--- config.mk ---
export PLATFORM = sky130hd
export DESIGN_NAME = operand_entry
export DESIGN_NICKNAME = d
export VERILOG_FILES = /design/src/rtl/calc_pkg.sv /design/src/rtl/debouncer.sv /design/src/rtl/operand_entry.sv
export SDC_FILE = /design/constraint.sdc
export NUM_CORES = 1
export LEC_CHECK = 0
export CORE_MARGIN = 4
export CORE_UTILIZATION = 40
export CTS_BUF_LIST = sky130_fd_sc_hd__clkbuf_8
export CTS_CLUSTER_SIZE = 24
export DETAILED_ROUTE_END_ITERATION = 8
export HOLD_SLACK_MARGIN = 0.15
export PLACE_DENSITY = 0.66
export SLEW_MARGIN = 20
export SYNTH_ARGS = -nofsm -noshare
export SYNTH_HDL_FRONTEND = slang
export SYNTH_SLANG_ARGS = --single-unit
--- constraint.sdc ---
create_clock -name sys_clk -period 4.4 [get_ports sys_clk]
set_input_delay 0.66 -clock sys_clk [delete_from_list [all_inputs] [get_ports sys_clk]]
set_output_delay 0.66 -clock sys_clk [all_outputs]
set_load 0.1 [all_outputs]
--- src/rtl/calc_pkg.sv ---
// Shared calculator definitions: field widths and operand-entry stage encodings.
package calc_pkg;

  localparam int unsigned OperandWidth = 5;
  localparam int unsigned OpWidth      = 2;

  typedef enum logic [1:0] {
    S_A    = 2'b00,
    S_B    = 2'b01,
    S_OP   = 2'b10,
    S_DONE = 2'b11
  } stage_e;

endpackage

--- src/rtl/debouncer.sv ---
// Pushbutton conditioner: 2-FF synchronizer, stability counter and one-cycle press event.
module debouncer #(
  parameter int unsigned DEBOUNCE_CYCLES = 1_000_000
) (
  input  logic clk_i,
  input  logic rst_ni,
  input  logic btn_i,
  output logic press_o
);

  localparam int unsigned CntWidth = (DEBOUNCE_CYCLES > 2) ? $clog2(DEBOUNCE_CYCLES) : 1;
  localparam logic [CntWidth-1:0] CntLast = CntWidth'(DEBOUNCE_CYCLES - 1);

  logic [1:0]          sync_q;
  logic [CntWidth-1:0] cnt_q, cnt_d;
  logic                level_q, level_d;
  logic                prev_q;

  // Counter only runs while the synchronized input disagrees with the accepted level.
  always_comb begin
    cnt_d   = '0;
    level_d = level_q;
    if (sync_q[1] != level_q) begin
      if (cnt_q == CntLast) begin
        level_d = sync_q[1];
      end else begin
        cnt_d = cnt_q + 1'b1;
      end
    end
  end

  always_ff @(posedge clk_i) begin
    if (!rst_ni) begin
      sync_q  <= '0;
      cnt_q   <= '0;
      level_q <= 1'b0;
      prev_q  <= 1'b0;
    end else begin
      sync_q  <= {sync_q[0], btn_i};
      cnt_q   <= cnt_d;
      level_q <= level_d;
      prev_q  <= level_q;
    end
  end

  assign press_o = level_q & ~prev_q;

endmodule

--- src/rtl/operand_entry.sv ---
// Operand entry sequencer: Enter commits A, then B, then the op code; Clear restarts entry.
module operand_entry
  import calc_pkg::*;
#(
  parameter int unsigned DEBOUNCE_CYCLES = 1_000_000
) (
  input  logic                    sys_clk,
  input  logic                    sys_rst_n,
  input  logic [OperandWidth-1:0] i_SW,
  input  logic [OpWidth-1:0]      i_Op,
  input  logic                    i_Enter,
  input  logic                    i_Clear,
  output logic [OperandWidth-1:0] o_A,
  output logic [OperandWidth-1:0] o_B,
  output logic [OpWidth-1:0]      o_Calc,
  output logic                    o_valid,
  output logic [1:0]              o_stage
);

  logic [OperandWidth-1:0] sw_meta_q, sw_sync_q;
  logic [OpWidth-1:0]      op_meta_q, op_sync_q;
  logic                    enter_ev, clear_ev;

  stage_e                  state_q, state_d;
  logic [OperandWidth-1:0] a_q, a_d, b_q, b_d;
  logic [OpWidth-1:0]      calc_q, calc_d;
  logic                    valid_q, valid_d;

  debouncer #(
    .DEBOUNCE_CYCLES(DEBOUNCE_CYCLES)
  ) u_enter_db (
    .clk_i  (sys_clk),
    .rst_ni (sys_rst_n),
    .btn_i  (i_Enter),
    .press_o(enter_ev)
  );

  debouncer #(
    .DEBOUNCE_CYCLES(DEBOUNCE_CYCLES)
  ) u_clear_db (
    .clk_i  (sys_clk),
    .rst_ni (sys_rst_n),
    .btn_i  (i_Clear),
    .press_o(clear_ev)
  );

  always_ff @(posedge sys_clk) begin
    if (!sys_rst_n) begin
      sw_meta_q <= '0;
      sw_sync_q <= '0;
      op_meta_q <= '0;
      op_sync_q <= '0;
    end else begin
      sw_meta_q <= i_SW;
      sw_sync_q <= sw_meta_q;
      op_meta_q <= i_Op;
      op_sync_q <= op_meta_q;
    end
  end

  // Clear takes priority over a simultaneous Enter.
  always_comb begin
    state_d = state_q;
    a_d     = a_q;
    b_d     = b_q;
    calc_d  = calc_q;
    valid_d = 1'b0;
    if (clear_ev) begin
      state_d = S_A;
      a_d     = '0;
      b_d     = '0;
      calc_d  = '0;
    end else if (enter_ev) begin
      unique case (state_q)
        S_A: begin
          a_d     = sw_sync_q;
          state_d = S_B;
        end
        S_B: begin
          b_d     = sw_sync_q;
          state_d = S_OP;
        end
        S_OP: begin
          calc_d  = op_sync_q;
          valid_d = 1'b1;
          state_d = S_DONE;
        end
        S_DONE: begin
          state_d = S_A;
        end
        default: state_d = S_A;
      endcase
    end
  end

  always_ff @(posedge sys_clk) begin
    if (!sys_rst_n) begin
      state_q <= S_A;
      a_q     <= '0;
      b_q     <= '0;
      calc_q  <= '0;
      valid_q <= 1'b0;
    end else begin
      state_q <= state_d;
      a_q     <= a_d;
      b_q     <= b_d;
      calc_q  <= calc_d;
      valid_q <= valid_d;
    end
  end

  assign o_A     = a_q;
  assign o_B     = b_q;
  assign o_Calc  = calc_q;
  assign o_valid = valid_q;
  assign o_stage = state_q;

endmodule

==> reports/summary.txt <==
Status - finished, final reports clean
Initial Util - 41.6%
Setup Viol. Count Final - 0
Minimum clock period after layout - 2520 ps
Final WL - 5710 microns
Antenna diodes - 0
CP Data Arrival Time - 1860 ps
First-pass GRT wire length - 9950 microns
Num CTS Buffers - 9
Critical Path Fanout Max - 4
Hold buffers post-CTS - 0
DRC - 0
Slowest CP cell - clkdlybuf4s50_1
I/O Buffers - 25
Worst path required time - 3740 ps
Clock latency on the worst-skew pair - 350 ps
Final slew viol count - 0
Chip width - 95.6 microns
Total routing usage reported by global routing - 13.9%
Avg Cell Area, Syn - 9.13 sq um
Clock sink total - 77
Fmax - 396 MHz
Yosys Warn Count - 0
CP Launch Type - register
Gr ovfl total - 0
Die height - 95.6 microns
Rows - 31
GP Congestion - 0.801
Post-synth EDFFs - 0
Synthesized net count - 353
Unrepaired setup endpoints after global routing - false
Final Hold Violating Endpoints - 0
PnR worst setup slack - 1880 ps
DRT Pass-1 Iters - 4
Largest net degree at the start of global routing - 26
#FFs+latches synth - 77
Final clock skew - 14.0 ps
Tcrit/Tclk final - 57.3%
Cells after synthesis - 336
Slew HR - 34.5%
Power per cell area - 367 mW/mm^2
CP max stage delay - 1150 ps
Routed wire per std cell - 12.2 microns
Top-count cell post-synth - dfxtp_1
Num ports - 26
Root buf cell - clkbuf_8
Lkg Pwr - 1.20 nW
CTS tree - done
DR vias - 2354
DRT iter0 DRCs - 116
Post_cts resized - 0
Total power - 1.34 mW
Hold Path Class - reg -> reg
Drt via density - 5.03
CP endpoint kind - output port
Worst path buffer plus inverter count - 1
Synthesis-to-layout area growth - 19.1%
Count of cell types in the netlist - 37
DP Worst Slack - 2120 ps
Share of layout cells above drive strength 1 - 6.78%
Layout Nets - 381
Final TNS setup - 0 ps
Vias in the first global route - 2175
Mapped cell area - 0.00307 sq mm
Worst Tran Pin Value - 980 ps
Core area - 0.00737 sq mm
Largest cells by area after synthesis - dfxtp_1 (50%), xor2_1 (4.6%), nor2_1 (4.4%), a21oi_1 (4.2%), nand3_1 (4.2%)
Postcts setup bufs - 0
Clock Path Buffers - 2
Die area - 0.00913 sq mm
Leading area contributor after synthesis - dfxtp_1
Detail Route Antenna Nets - 0
Most instantiated cells after synthesis - dfxtp_1 (77), nor2_1 (36), a21oi_1 (26), nand2_1 (26), nand3_1 (26)
Clk pin slew, worst setup/hold paths - 80 ps
Delay-heaviest family, CP - buffers and inverters
Max Cap Viol - 0
Htree depth - 3
DPL Wire Length - 3920 microns
Post-synth top area share - 50.2%
Asr flop ratio synth - 0%
CP Class - reg -> out
Max IR drop VDD - 0.000259 V
Initial antenna violation count - 0
Register area share after synthesis - 50.2%
CP cell instances - clkdlybuf4s50_1
Synth Flop Type - dfxtp_1
==> final timing paths <==
kind | slack, ps | depth (start not counted) | startpoint | end
worst min register to register | 430 | 1 | sw_meta_q[0] | sw_sync_q[0]
worst max register to register | 2160 | 5 | u_enter_db.cnt_q[16] | u_enter_db.cnt_q[6]
worst min-delay path | 430 | 1 | sw_meta_q[0] | sw_sync_q[0]
worst max-delay path | 1880 | 1 | o_stage[0] | o_stage[0]
==> stage by stage <==
stage	util (%)	hold slack (ps)	area [sq um]	cells
floorplan	-	412	3070	336
detailed placement	46.3	420	3410	452
global route	49.6	452	3650	468
finish	49.6	431	3650	468
global placement	46.3	416	3410	452
CTS	49.5	431	3650	468
==> registers in the layout, summed over array words and instances, names as in the netlist <==
register,count
u_clear_db.cnt_q,20
u_enter_db.cnt_q,20
o_A,5
o_B,5
sw_meta_q,5
sw_sync_q,5
o_Calc,2
o_stage,2
op_meta_q,2
op_sync_q,2
u_clear_db.sync_q,2
u_enter_db.sync_q,2
o_valid,1
u_clear_db.level_q,1
u_clear_db.prev_q,1
u_enter_db.level_q,1
u_enter_db.prev_q,1
==> kinds of logic after synthesis <==
| kind of cell | after synthesis | synth area share, % |
|---|---|---|
| xor+xnor | 26 | 7.42 |
| compound gates | 45 | 8.48 |
| buf+inv | 21 | 2.73 |
| flops | 77 | 50.2 |
| fa+ha+maj | 6 | 2.45 |
| simple gates | 161 | 28.7 |
==> area by class of cell <==
| cell class | count | area [sq um] |
|---|---|---|
| timing repair buffer | 27 | 265 |
| sequential | 77 | 1540 |
| clock inverter | 5 | 81.3 |
| clock buffer | 11 | 151 |
| inverter | 11 | 41.3 |
| tap | 99 | 124 |
| multi-input combinational | 238 | 1450 |
| fill | 722 | 3720 |
==> power by group <==
part	switching [mW]	internal, mW
clock network	0.256	0.351
registers	0.00316	0.704
logic	0.0110	0.0135
total	0.270	1.07
==> layer usage <==
layer	global-route usage (%)	vias to the layer above	wire, microns
li1	-	1231	-
met3	5.52	4	216
met2	20.9	25	2610
met4	4.74	0	63
met1	18.1	1094	2820
met5	0	-	0
==> placed cells by master, fill, tap and decap left out, types with 2 or more instances in the layout <==
cell / instances
nor3_1: 4
nor2_1: 36
buf_4: 2
nand4b_1: 2
nor4b_1: 3
bufinv_16: 2
o31ai_1: 7
dfxtp_1: 77
clkbuf_8: 11
and2_1: 20
nand2_1: 26
or4_1: 7
xnor2_1: 10
ha_1: 6
and3_1: 6
nand3_1: 26
or3_1: 4
clkdlybuf4s50_1: 25
a21oi_1: 26
o21a_1: 2
o21ai_0: 6
nand4_1: 12
xor2_1: 16
inv_1: 11
and4_1: 2
nor4_1: 4
Power figures use the tool's default switching activity.
